===== config.mk =====
export PLATFORM = sky130hd
export DESIGN_NAME = spi_master_tx_flat
export DESIGN_NICKNAME = d
export VERILOG_FILES = /design/src/rtl/spi_pkg.sv /design/src/rtl/spi_master_tx_if.sv /design/src/rtl/spi_clk_div.sv /design/src/rtl/spi_master_tx.sv /design/src/flat_wrapper.sv
export SDC_FILE = /design/constraint.sdc
export NUM_CORES = 1
export LEC_CHECK = 0
export CAP_MARGIN = 30
export CORE_MARGIN = 2
export CORE_UTILIZATION = 35
export DETAILED_ROUTE_END_ITERATION = 16
export PLACE_DENSITY_LB_ADDON = 0.2
export SLEW_MARGIN = 20
export SYNTH_ARGS = -nofsm -noshare
export SYNTH_HDL_FRONTEND = slang
export SYNTH_SLANG_ARGS = --single-unit

===== constraint.sdc =====
create_clock -name clk -period 2.4 [get_ports clk]
set_clock_uncertainty 0.2 [all_clocks]
set_input_delay 0.36 -clock clk [delete_from_list [all_inputs] [get_ports clk]]
set_output_delay 0.36 -clock clk [all_outputs]
set_load 0.02 [all_outputs]

===== src/rtl/spi_pkg.sv =====
// Shared SPI definitions: frame width agreed with the on-chip slave and master FSM states.
package spi_pkg;

    localparam int unsigned SPI_FRAME_W = 24;

    typedef enum logic [2:0] {
        IDLE  = 3'd0,
        SETUP = 3'd1,
        SHIFT = 3'd2,
        HOLD  = 3'd3,
        GAP   = 3'd4
    } spi_mst_state_t;

endpackage


===== src/rtl/spi_master_tx_if.sv =====
// System-side valid/ready bus into the SPI master: transmit word in, reply word and status out.
interface spi_master_tx_if
    import spi_pkg::*;
#(
    parameter int unsigned FRAME_W = SPI_FRAME_W
) ();

    logic               tx_valid;
    logic               tx_ready;
    logic [FRAME_W-1:0] tx_data;
    logic               rx_valid;
    logic [FRAME_W-1:0] rx_data;
    logic               busy;

    modport master (output tx_valid, tx_data, input tx_ready, rx_valid, rx_data, busy);
    modport slave  (input tx_valid, tx_data, output tx_ready, rx_valid, rx_data, busy);

endinterface


===== src/rtl/spi_clk_div.sv =====
// SCK half-period timer: one-cycle half_tick_c every CLK_DIV cycles while enabled.
module spi_clk_div
    import spi_pkg::*;
#(
    parameter int unsigned CLK_DIV = 2
) (
    input  logic clk,
    input  logic reset_n,
    input  logic en,
    output logic half_tick_c
);

    localparam int unsigned CNT_W = $clog2(CLK_DIV + 1);

    logic [CNT_W-1:0] cnt;

    assign half_tick_c = en && (cnt == CNT_W'(CLK_DIV - 1));

    // Restarting from zero on enable keeps every phase exactly CLK_DIV long.
    always_ff @(posedge clk or negedge reset_n) begin
        if (!reset_n) begin
            cnt <= '0;
        end else if (!en || half_tick_c) begin
            cnt <= '0;
        end else begin
            cnt <= cnt + CNT_W'(1);
        end
    end

endmodule


===== src/rtl/spi_master_tx.sv =====
// Mode-0, MSB-first SPI master: serialises one frame per accepted word and returns the slave's reply.
module spi_master_tx
    import spi_pkg::*;
#(
    parameter int unsigned FRAME_W = SPI_FRAME_W,
    parameter int unsigned CLK_DIV = 2,
    parameter int unsigned CS_GAP  = 2
) (
    input  logic             clk,
    input  logic             reset_n,
    spi_master_tx_if.slave   bus,
    output logic             pad_cs,
    output logic             pad_sck,
    output logic             pad_dout,
    input  logic             pad_din
);

    localparam int unsigned EDGE_W    = $clog2(2 * FRAME_W + 1);
    localparam int unsigned GAP_W     = $clog2(CS_GAP + 1);
    localparam int unsigned LAST_EDGE = 2 * FRAME_W - 1;

    spi_mst_state_t     state, state_nxt;
    logic [FRAME_W-1:0] tx_sr, tx_sr_nxt;
    logic [FRAME_W-1:0] rx_sr, rx_sr_nxt;
    logic [EDGE_W-1:0]  edge_cnt, edge_nxt;
    logic [GAP_W-1:0]   gap_cnt, gap_nxt;
    logic               cs_nxt, sck_nxt;
    logic               tx_ready, ready_nxt;
    logic               rx_valid, rxv_nxt;
    logic [FRAME_W-1:0] rx_data, rxd_nxt;
    logic               busy, busy_nxt;
    logic               div_en, half_tick_c;

    assign div_en = (state == SETUP) || (state == SHIFT) || (state == HOLD);

    spi_clk_div #(.CLK_DIV(CLK_DIV)) u_clk_div (
        .clk         (clk),
        .reset_n     (reset_n),
        .en          (div_en),
        .half_tick_c (half_tick_c)
    );

    // MOSI is the MSB flop of the transmit shifter.
    assign pad_dout     = tx_sr[FRAME_W-1];
    assign bus.tx_ready = tx_ready;
    assign bus.rx_valid = rx_valid;
    assign bus.rx_data  = rx_data;
    assign bus.busy     = busy;

    always_ff @(posedge clk or negedge reset_n) begin
        if (!reset_n) begin
            state    <= IDLE;
            tx_sr    <= '0;
            rx_sr    <= '0;
            edge_cnt <= '0;
            gap_cnt  <= '0;
            pad_cs   <= 1'b1;
            pad_sck  <= 1'b0;
            tx_ready <= 1'b0;
            rx_valid <= 1'b0;
            rx_data  <= '0;
            busy     <= 1'b0;
        end else begin
            state    <= state_nxt;
            tx_sr    <= tx_sr_nxt;
            rx_sr    <= rx_sr_nxt;
            edge_cnt <= edge_nxt;
            gap_cnt  <= gap_nxt;
            pad_cs   <= cs_nxt;
            pad_sck  <= sck_nxt;
            tx_ready <= ready_nxt;
            rx_valid <= rxv_nxt;
            rx_data  <= rxd_nxt;
            busy     <= busy_nxt;
        end
    end

    always_comb begin
        state_nxt = state;
        tx_sr_nxt = tx_sr;
        rx_sr_nxt = rx_sr;
        edge_nxt  = edge_cnt;
        gap_nxt   = gap_cnt;
        cs_nxt    = pad_cs;
        sck_nxt   = pad_sck;
        ready_nxt = tx_ready;
        rxv_nxt   = 1'b0;
        rxd_nxt   = rx_data;

        unique case (state)
            IDLE: begin
                cs_nxt    = 1'b1;
                sck_nxt   = 1'b0;
                ready_nxt = 1'b1;
                if (bus.tx_valid && tx_ready) begin
                    state_nxt = SETUP;
                    tx_sr_nxt = bus.tx_data;
                    cs_nxt    = 1'b0;
                    ready_nxt = 1'b0;
                end
            end
            SETUP: begin
                if (half_tick_c) begin
                    state_nxt = SHIFT;
                    edge_nxt  = '0;
                end
            end
            SHIFT: begin
                // Even edges rise and sample MISO; odd edges fall and advance MOSI.
                if (half_tick_c) begin
                    edge_nxt = edge_cnt + EDGE_W'(1);
                    if (!pad_sck) begin
                        sck_nxt   = 1'b1;
                        rx_sr_nxt = {rx_sr[FRAME_W-2:0], pad_din};
                    end else begin
                        sck_nxt = 1'b0;
                        if (edge_cnt == EDGE_W'(LAST_EDGE)) begin
                            state_nxt = HOLD;
                        end else begin
                            tx_sr_nxt = {tx_sr[FRAME_W-2:0], 1'b0};
                        end
                    end
                end
            end
            HOLD: begin
                if (half_tick_c) begin
                    state_nxt = GAP;
                    cs_nxt    = 1'b1;
                    tx_sr_nxt = '0;
                    rxv_nxt   = 1'b1;
                    rxd_nxt   = rx_sr;
                    gap_nxt   = '0;
                end
            end
            GAP: begin
                if (gap_cnt == GAP_W'(CS_GAP - 1)) begin
                    state_nxt = IDLE;
                    ready_nxt = 1'b1;
                end else begin
                    gap_nxt = gap_cnt + GAP_W'(1);
                end
            end
            default: begin
                state_nxt = IDLE;
            end
        endcase

        busy_nxt = (state_nxt != IDLE);
    end

endmodule

===== src/flat_wrapper.sv =====
// flat-port wrapper written by rule: the top's interface ports become plain ports
module spi_master_tx_flat import spi_pkg::*;
#(
    parameter int unsigned FRAME_W = SPI_FRAME_W,
    parameter int unsigned CLK_DIV = 2,
    parameter int unsigned CS_GAP  = 2
)
  (clk, reset_n, pad_cs, pad_sck, pad_dout, pad_din, bus_tx_valid, bus_tx_data, bus_tx_ready, bus_rx_valid, bus_rx_data, bus_busy);
  spi_master_tx_if #(.FRAME_W(FRAME_W)) bus_i ();
  input  logic clk;
  input  logic reset_n;
  output logic pad_cs;
  output logic pad_sck;
  output logic pad_dout;
  input  logic pad_din;
  input wire logic [$bits(bus_i.tx_valid)-1:0] bus_tx_valid;
  input wire logic [$bits(bus_i.tx_data)-1:0] bus_tx_data;
  output wire logic [$bits(bus_i.tx_ready)-1:0] bus_tx_ready;
  output wire logic [$bits(bus_i.rx_valid)-1:0] bus_rx_valid;
  output wire logic [$bits(bus_i.rx_data)-1:0] bus_rx_data;
  output wire logic [$bits(bus_i.busy)-1:0] bus_busy;
  assign bus_i.tx_valid = bus_tx_valid;
  assign bus_i.tx_data = bus_tx_data;
  assign bus_tx_ready = bus_i.tx_ready;
  assign bus_rx_valid = bus_i.rx_valid;
  assign bus_rx_data = bus_i.rx_data;
  assign bus_busy = bus_i.busy;
  spi_master_tx #(.FRAME_W(FRAME_W), .CLK_DIV(CLK_DIV), .CS_GAP(CS_GAP)) u_core (.clk(clk), .reset_n(reset_n), .bus(bus_i), .pad_cs(pad_cs), .pad_sck(pad_sck), .pad_dout(pad_dout), .pad_din(pad_din));
endmodule

==> results.toml, run 1 <==
[logic_synthesis]
ys_ff_latch = 90
synthTopCellsByCount = "dfrtp_1, inv_1, mux2_2"
synth.area.top_cells = "dfrtp_1, mux2_2, mux2_4, mux2i_1, a21oi_1"
synthesis.area_um2 = 4070
synth.net_count = 361
synth_largest_type_area_fraction_pct = 54.7
synth_cells = 330
synth-seq-area-share_pct = 55.3
synthesis_warning_total = 0
ys_dominant_reg_cell = "dfrtp_1"
synth.distinct_cells = 40
number_of_synthesized_flops_with_an_enable_pin = 0
synth-async-reset-ratio_pct = 100
synth_largest_area_cell = "dfrtp_1"
synth.avg_cell_area_um2 = 12.3
most_numerous_cell_in_the_yosys_netlist = "dfrtp_1"

[power]
cellLeakagePower_nw = 2.51
vdd_drop_max_mv = 0.474
cellPowerDensity_nw_per_um2 = 1080

[timing]
maxSlewHeadroom_pct = 61.9
maxClockFrequency_mhz = 464
period_share_pct = 89.8
finalMaxSlewViolations = 0
worst_slew_pin_slew_ns = 0.571
grt_setup_unrepaired = "no"
timing_hold_violations_final = 0
timing.final.setup_violations = 0
final_period_minus_worst_setup_slack_ns = 2.16
hold_ws_ns = 0.245
setup-tns-final_ns = 0

[outcome]
outcome = "finished clean"

[floorplanning]
die_height_um = 112
design.portCount = 58
fp.dieW_um = 112
die_outline_area_um2 = 12500
floorplan.initialDensity_pct = 35.8
row_count = 39
floorplan.core_area_um2 = 11400

[hold_path]
hold_sp = "u_core.u_clk_div.cnt[0]"
worst_hold_path_type = "reg2reg"
hold_endpoint = "u_core.u_clk_div.cnt[0]"
min_path_cells = 1

[clocking]
worstSkewPairLatency_ns = 0.33
cts_tree = "yes"
postCtsSetupRepairBufs = 0
clock-root-buffer = "clkbuf_16"
tritoncts_num_sinks = 90
cts.clk_slew.worst_paths_ns = 0.07
tritoncts.num_buffers = 9
htree_levels = 3
cts-root-to-sink-buffers = 2

[global_route]
grt_pass1_vias = 2608
grt.overflow.total = 0
grt_antenna_before_repair = 0
grt_first_pass_wirelength_mm = 13.0
globalRouteTotalUtil_pct = 12.9
grt_max_degree = 48

[drt]
drt_first_iter_violations = 130
route.antenna.remaining_nets = 0
viasPerCell = 4.81
vias = 2590
detail_route.first_pass.iterations = 4
wire_per_inst_um = 13.8
detail_route.drc_violations = 0
drt-total-wl_mm = 7.40

[setup_path]
cpPeakStageDelay_ns = 0.58
criticalPathCategory = "reg2reg"
reg2regPathDepth = 5
regToRegStartpoint = "u_core.state[1]"
crit_fanout = 12
reg2reg_slack_ns = 0.24
critical_path.top_delay_family = "flip-flops"
critPathCaptureType = "flop"
timing.critical_path.from = "u_core.state[1]"
path_buf_inv = 1
timing.critical_path.from_type = "flop"
path_depth = 5
critPathRequiredTime_ns = 2.45
path_cells = "or2_1, nor3_4, o2bb2ai_4, buf_4, mux2i_1"
r2r_end = "u_core.tx_sr[6]"
cp_data_arrival_time_ns = 2.21
crit_path_top_delay_cell = "dfrtp_1"

[place]
hpwl_mm = 4.92
gp_congestion = 0.761
port-buffer-count = 57
dp.cells = 521

[job]
max-cap-violations = 0

[cells_and_area]
finalNetCount = 421
instances_no_fill = 538
postLayoutCoreUtil_pct = 44.8
layout-drive-gt1-share_pct = 20.3
area_delta_synth_final_pct = 24.9
antenna_cells_inserted = 0
==> layer usage <==
metal  vias up  global-route usage [%]  wire length [µm]
met5         -                       0                 0
li1       1260                       -                 -
met1      1278                    18.3              3720
met4         0                    5.43               120
met2        42                    18.9              3290
met3        10                    3.10               277
==> placed cells by master, fill, tap and decap left out, types with 3 or more instances in the layout <==
master / n
clkbuf_16: 9
mux2_4: 20
nor2_1: 9
ha_1: 3
a21oi_1: 27
a22o_1: 3
mux2i_1: 23
nand2_1: 11
nand2b_1: 6
dfrtp_1: 89
inv_1: 28
nor3_1: 21
o21ai_0: 12
mux2_2: 28
clkdlybuf4s50_1: 56
xor2_1: 3
buf_4: 10
nor4_1: 3
==> through the flow <==
stage / power [mW] / cell area (µm²) / setup WS, ns
after floorplan: 3.63 / 4070 / 0.445
after global placement: 4.10 / 4780 / 0.224
after detailed placement: 4.14 / 4780 / 0.162
after CTS: 5.59 / 5090 / 0.196
after global routing: 5.91 / 5090 / 0.0643
final: 5.51 / 5090 / 0.244
==> logic make-up (layout without fill, tap and decap cells) <==
group	after synthesis	in the layout	share of synthesized area, %
mux	72	72	21.0
buf+inv	48	113	6.30
fa+ha+maj	3	3	0.922
flops	90	90	55.3
xor+xnor	3	3	0.645
compound gates	49	49	7.16
simple gates	65	65	8.60
==> report_power, final <==
part | switching (mW) | internal, mW
clock network | 0.600 | 0.820
logic | 1.06 | 0.902
registers | 0.215 | 1.91
==> cell type report <==
| cell class | count | area (µm²) |
|---|---|---|
| Clock buffer | 10 | 229 |
| Clock inverter | 6 | 73.8 |
| Fill cell | 1087 | 6280 |
| Inverter | 28 | 105 |
| Multi-Input combinational cell | 192 | 1560 |
| Sequential cell | 90 | 2250 |
| Tap cell | 143 | 179 |
| Timing Repair Buffer | 69 | 686 |
==> flip-flops by register name, indices dropped and copies added (netlist names) <==
register	cells
u_core.bus.rx_data	24
u_core.rx_sr	24
u_core.tx_sr	24
u_core.edge_cnt	6
u_core.state	3
u_core.gap_cnt	2
u_core.u_clk_div.cnt	2
u_core.bus.busy	1
u_core.bus.rx_valid	1
u_core.bus.tx_ready	1
u_core.pad_cs	1
u_core.pad_sck	1
==> what timing repair did <==
item,in CTS,in global routing
gates resized for setup,0,0
hold buffers,1,0
hold endpoints to repair,40,0
==> how the worst max path moves through the flow <==
| stage | endpoint |
|---|---|
| 2_1_floorplan | u_core.rx_sr[0] |
| 3_3_place_gp | u_core.tx_sr[17] |
| 3_5_place_dp | u_core.tx_sr[6] |
| 4_1_cts | u_core.tx_sr[6] |
| 5_1_grt | u_core.tx_sr[20] |
| 6_report | u_core.tx_sr[6] |
No activity file was read; power rests on OpenSTA's default activity.
==> inputs of run 2 (changes only) <==
--- a/config.mk
+++ b/config.mk
@@ -10,6 +10,7 @@
 export CORE_UTILIZATION = 35
 export DETAILED_ROUTE_END_ITERATION = 16
 export PLACE_DENSITY_LB_ADDON = 0.2
+export RECOVER_POWER = 100
 export SLEW_MARGIN = 20
 export SYNTH_ARGS = -nofsm -noshare
 export SYNTH_HDL_FRONTEND = slang
==> run 2 against run 1 <==
Against the previous run: die area unchanged; cell area decreased by 1.8%; core utilization shrank 0.81 points; wire length fell by 0.16%; clock power barely moved; sequential share of layout area grew 0.82 points; flip-flop and latch count unchanged; critical endpoint unchanged.
==> results.toml, run 2 (synthesis results as in run 1) <==
[setup_path]
path_cells = "or2_1, nor3_4, o2bb2ai_4, buf_4, mux2i_1"
criticalPathCategory = "reg2reg"
crit_path_top_delay_cell = "dfrtp_1"
cp_data_arrival_time_ns = 2.21
critPathRequiredTime_ns = 2.45
cpPeakStageDelay_ns = 0.58
reg2regPathDepth = 5
timing.critical_path.from_type = "flop"
critPathCaptureType = "flop"
crit_fanout = 12

[cells_and_area]
area_delta_synth_final_pct = 22.7
finalInstanceArea_um2 = 5000
antenna_cells_inserted = 0
layout-drive-gt1-share_pct = 15.2
fill_cells = 1107
instances_no_fill = 538
top_regs = "u_core.bus.rx_data x24, u_core.rx_sr x24, u_core.tx_sr x24"
mostFrequentLayoutCell = "dfrtp_1"
layout_common_cells = "dfrtp_1, dlygate4sd3_1, inv_1, mux2_2, a21oi_1"
finalNetCount = 421

[hold_path]
min_path_cells = 1
worst_hold_path_type = "reg2reg"

[global_route]
grt.overflow.total = 0
grt_max_degree = 48
globalRouteTotalUtil_pct = 12.9
grt_first_pass_wirelength_mm = 13.0
grt_antenna_before_repair = 0
grt_pass1_vias = 2608

[clocking]
htree_levels = 3
cts-root-to-sink-buffers = 2
cts.clk_slew.worst_paths_ns = 0.07
clock-root-buffer = "clkbuf_16"
worstSkewPairLatency_ns = 0.33
tritoncts.num_buffers = 9
cts_tree = "yes"
tritoncts_num_sinks = 90

[timing]
worst_setup_margin_ns = 0.243
finalMaxSlewViolations = 0
period_share_pct = 89.9
maxClockFrequency_mhz = 464
timing_hold_violations_final = 0
worst_slew_pin_slew_ns = 1.11
final_period_minus_worst_setup_slack_ns = 2.16
setup-tns-final_ns = 0
grt_setup_unrepaired = "no"
maxSlewHeadroom_pct = 26.3
timing.final.setup_violations = 0

[drt]
vias = 2588
detail_route.drc_violations = 0
drt-total-wl_mm = 7.39
viasPerCell = 4.81
drt_first_iter_violations = 139
route.antenna.remaining_nets = 0
detail_route.first_pass.iterations = 4
wire_per_inst_um = 13.7

[place]
hpwl_mm = 4.92
port-buffer-count = 57
gp_congestion = 0.761
dp.cells = 521
placement.setup.worst_slack_ns = 0.162
postPlaceCellArea_um2 = 4780

[floorplanning]
die_outline_area_um2 = 12500
floorplan.core_area_um2 = 11400
floorplan.initialDensity_pct = 35.8
design.portCount = 58
row_count = 39
die_height_um = 112
fp.dieW_um = 112

[job]
max-cap-violations = 0

[power]
cellLeakagePower_nw = 2.53
cellPowerDensity_nw_per_um2 = 1080
vdd_drop_max_mv = 0.410

[outcome]
outcome = "finished clean"
-- run 2: worst paths after layout --
check | startpoint | slack (ns) | endpoint
min | u_core.u_clk_div.cnt[0] | 0.24 | u_core.u_clk_div.cnt[0]
min reg2reg | u_core.u_clk_div.cnt[0] | 0.24 | u_core.u_clk_div.cnt[0]
min in group asynchronous | reset_n | 0.58 | u_core.edge_cnt[0]
max in group asynchronous | reset_n | 0.50 | u_core.rx_sr[21]
max | u_core.state[1] | 0.24 | u_core.tx_sr[6]
max reg2reg | u_core.state[1] | 0.24 | u_core.tx_sr[6]
-- run 2: cell type report --
class	instances	area [µm²]	area share, %
tap	143	179	3.58
multi-input combinational	192	1490	29.8
timing repair buffer	69	668	13.4
clock inverter	6	73.8	1.48
clock buffer	10	229	4.58
sequential	90	2250	45.1
inverter	28	105	2.10
-- run 2: repair_timing --
action / 4_1_cts / 5_1_grt
hold buffers: 1 / 0
endpoints found under the hold margin: 40 / 0
setup buffers: 0 / 0
resized for setup: 0 / 0
-- run 2: per-stage QoR --
stage                     hold WS [ns]  power [mW]  utilization [%]
after floorplan                 -0.136        3.63                -
after global placement           0.200        4.10             42.0
after detailed placement         0.204        4.14             42.0
after CTS                        0.246        5.59             44.8
after global routing             0.284        5.81             43.9
final                            0.245        5.41             43.9
-- run 2: layer usage --
layer	part of all wire, %	GRT usage [%]	up-vias
met4	1.6	5.43	0
met2	45	18.9	43
met1	50	18.3	1271
li1	-	-	1264
met3	3.7	3.10	10
met5	0	0	-
-- run 2: critical path, delay by kind of cell, from the launching register on --
| kind | cells | cell delay (ns) |
|---|---|---|
| AOI/OAI and AO/OA | 1 | 0.42 |
| buffers and inverters | 1 | 0.27 |
| DFF | 1 | 0.58 |
| muxes | 1 | 0.21 |
| and+or+nand+nor | 2 | 0.39 |
-- run 2: where the power goes --
group | switching [mW] | internal [mW]
Combinational | 1.05 | 0.820
Sequential | 0.206 | 1.91
Clock | 0.599 | 0.820
Total | 1.86 | 3.55
==> inputs of run 3 (changes only) <==
--- a/config.mk
+++ b/config.mk
@@ -7,7 +7,8 @@
 export LEC_CHECK = 0
 export CAP_MARGIN = 30
 export CORE_MARGIN = 2
-export CORE_UTILIZATION = 35
+export CORE_UTILIZATION = 54
+export CTS_CLUSTER_DIAMETER = 50
 export DETAILED_ROUTE_END_ITERATION = 16
 export PLACE_DENSITY_LB_ADDON = 0.2
 export RECOVER_POWER = 100
==> run 3 against run 2 <==
Against the previous run: first-iteration DRC count down 39%; maximum frequency is 4.5% lower; clock-buffer cell count decreased by 1; wire length down 3.3%; setup slack lost 0.10 ns; core utilization up 22 points.
==> results.toml, run 3 (synthesis results as in run 1) <==
[clocking]
tritoncts_num_sinks = 90
cts_resized = 0
clock-root-buffer = "clkbuf_8"
cts.clk_slew.worst_paths_ns = 0.09
worstSkewPairLatency_ns = 0.36
htree_levels = 3
tritoncts.num_buffers = 9
cts-root-to-sink-buffers = 2
cts_tree = "yes"

[timing]
worst_slew_pin_slew_ns = 1.18
worst_setup_margin_ns = 0.142
grt_setup_unrepaired = "no"
timing.final.setup_violations = 0
maxClockFrequency_mhz = 443
final_period_minus_worst_setup_slack_ns = 2.26
setup-tns-final_ns = 0
hold_ws_ns = 0.253
timing_hold_violations_final = 0
period_share_pct = 94.1
finalMaxSlewViolations = 0
maxSlewHeadroom_pct = 21.1

[setup_path]
cp_data_arrival_time_ns = 2.30
r2r_end = "u_core.bus.rx_data[6]"
crit_fanout = 26
reg2reg_slack_ns = 0.14
timing.critical_path.from = "u_core.u_clk_div.cnt[1]"
timing.critical_path.from_type = "flop"
crit_path_top_delay_cell = "clkbuf_2"
regToRegStartpoint = "u_core.u_clk_div.cnt[1]"
critPathCaptureType = "flop"
reg2regPathDepth = 6
cpPeakStageDelay_ns = 0.43
critPathRequiredTime_ns = 2.44
criticalPathCategory = "reg2reg"
path_cells = "inv_1, ha_1, nor2b_1, nand3_2, clkbuf_2, mux2_2"
timing.critical_path.to = "u_core.bus.rx_data[6]"

[global_route]
grt_pass1_vias = 2533
grt_first_pass_wirelength_mm = 12.2
grt_antenna_before_repair = 0
grt.overflow.total = 0
globalRouteTotalUtil_pct = 18.8
grt_max_degree = 50

[drt]
drt-total-wl_mm = 7.15
drt_first_iter_violations = 85
detail_route.first_pass.iterations = 4
route.antenna.remaining_nets = 0
detail_route.drc_violations = 0
wire_per_inst_um = 14.5
vias = 2537
viasPerCell = 5.16

[floorplanning]
fp.dieW_um = 90.8
die_height_um = 90.8
row_count = 31
floorplan.initialDensity_pct = 55.9
floorplan.core_area_um2 = 7290
die_outline_area_um2 = 8250
design.portCount = 58

[cells_and_area]
seq_area_um2 = 2250
antenna_cells_inserted = 0
layout_common_cells = "dfrtp_1, dlygate4sd3_1, inv_1, mux2_2, a21oi_1"
area_delta_synth_final_pct = 17.5
top_regs = "u_core.bus.rx_data x24, u_core.rx_sr x24, u_core.tx_sr x24"
postLayoutCoreUtil_pct = 65.6
layout-drive-gt1-share_pct = 15.0
multiInputGateArea_um2 = 1490
mostFrequentLayoutCell = "dfrtp_1"
finalNetCount = 420
instances_no_fill = 492
fill_cells = 610

[place]
dp.cells = 476
gp_congestion = 0.800
port-buffer-count = 57
placement.setup.worst_slack_ns = 0.202
hpwl_mm = 4.78

[power]
cellLeakagePower_nw = 2.46
cellPowerDensity_nw_per_um2 = 1020
vdd_drop_max_mv = 0.588

[outcome]
outcome = "finished clean"

[hold_path]
worst_hold_path_type = "reg2reg"

[job]
max-cap-violations = 0
run 3: final cells by class:
class                           count  area share (%)
Clock buffer                        9            2.59
Clock inverter                      6            1.07
Inverter                           28            2.20
Multi-Input combinational cell    192            31.1
Sequential cell                    90            47.1
Tap cell                           99            2.59
Timing Repair Buffer               68            13.4
run 3: worst min path at each step:
stage / from / endpoint / slack (ns) / depth (start not counted)
global placement: reset_n / u_core.tx_sr[17] / 0.21 / 1
global route: u_core.u_clk_div.cnt[0] / u_core.u_clk_div.cnt[0] / 0.27 / 1
floorplan: reset_n / u_core.bus.busy / -0.14 / 0
detailed placement: reset_n / u_core.tx_sr[17] / 0.21 / 1
CTS: u_core.u_clk_div.cnt[0] / u_core.u_clk_div.cnt[0] / 0.26 / 1
finish: u_core.u_clk_div.cnt[0] / u_core.u_clk_div.cnt[0] / 0.25 / 1
run 3: per-stage QoR:
step,power [mW],cell area (µm²)
after global placement,4.02,4690
after CTS,5.04,4870
after detailed placement,4.10,4690
after floorplan,3.63,4070
after global routing,5.25,4790
final,4.90,4790
run 3: worst max-delay path, delay by kind of cell (launching register included):
kind | cells | cell delay (ns)
simple gates | 2 | 0.33
buf+inv | 2 | 0.48
fa+ha+maj | 1 | 0.33
mux | 1 | 0.41
flops | 1 | 0.37
run 3: metal layers:
metal	share of wire [%]	global-route usage (%)	routed length, µm	vias to the layer above
met5	0	0	0	-
met4	2.4	9.22	171	0
met3	4.0	3.76	289	11
met2	44	27.5	3140	49
met1	50	27.0	3540	1224
li1	-	-	-	1253
run 3: timing repair:
action / CTS / global route
hold buffers: 1 / 0
endpoints found under the hold margin: 46 / 0
setup buffers: 0 / 0
setup endpoints to repair: 0 / 0
run 3: power by group:
group          total [mW]  switching, mW  internal [mW]
combinational        1.86           1.07          0.797
clock               0.936          0.554          0.383
sequential           2.10          0.193           1.91
total                4.90           1.81           3.08
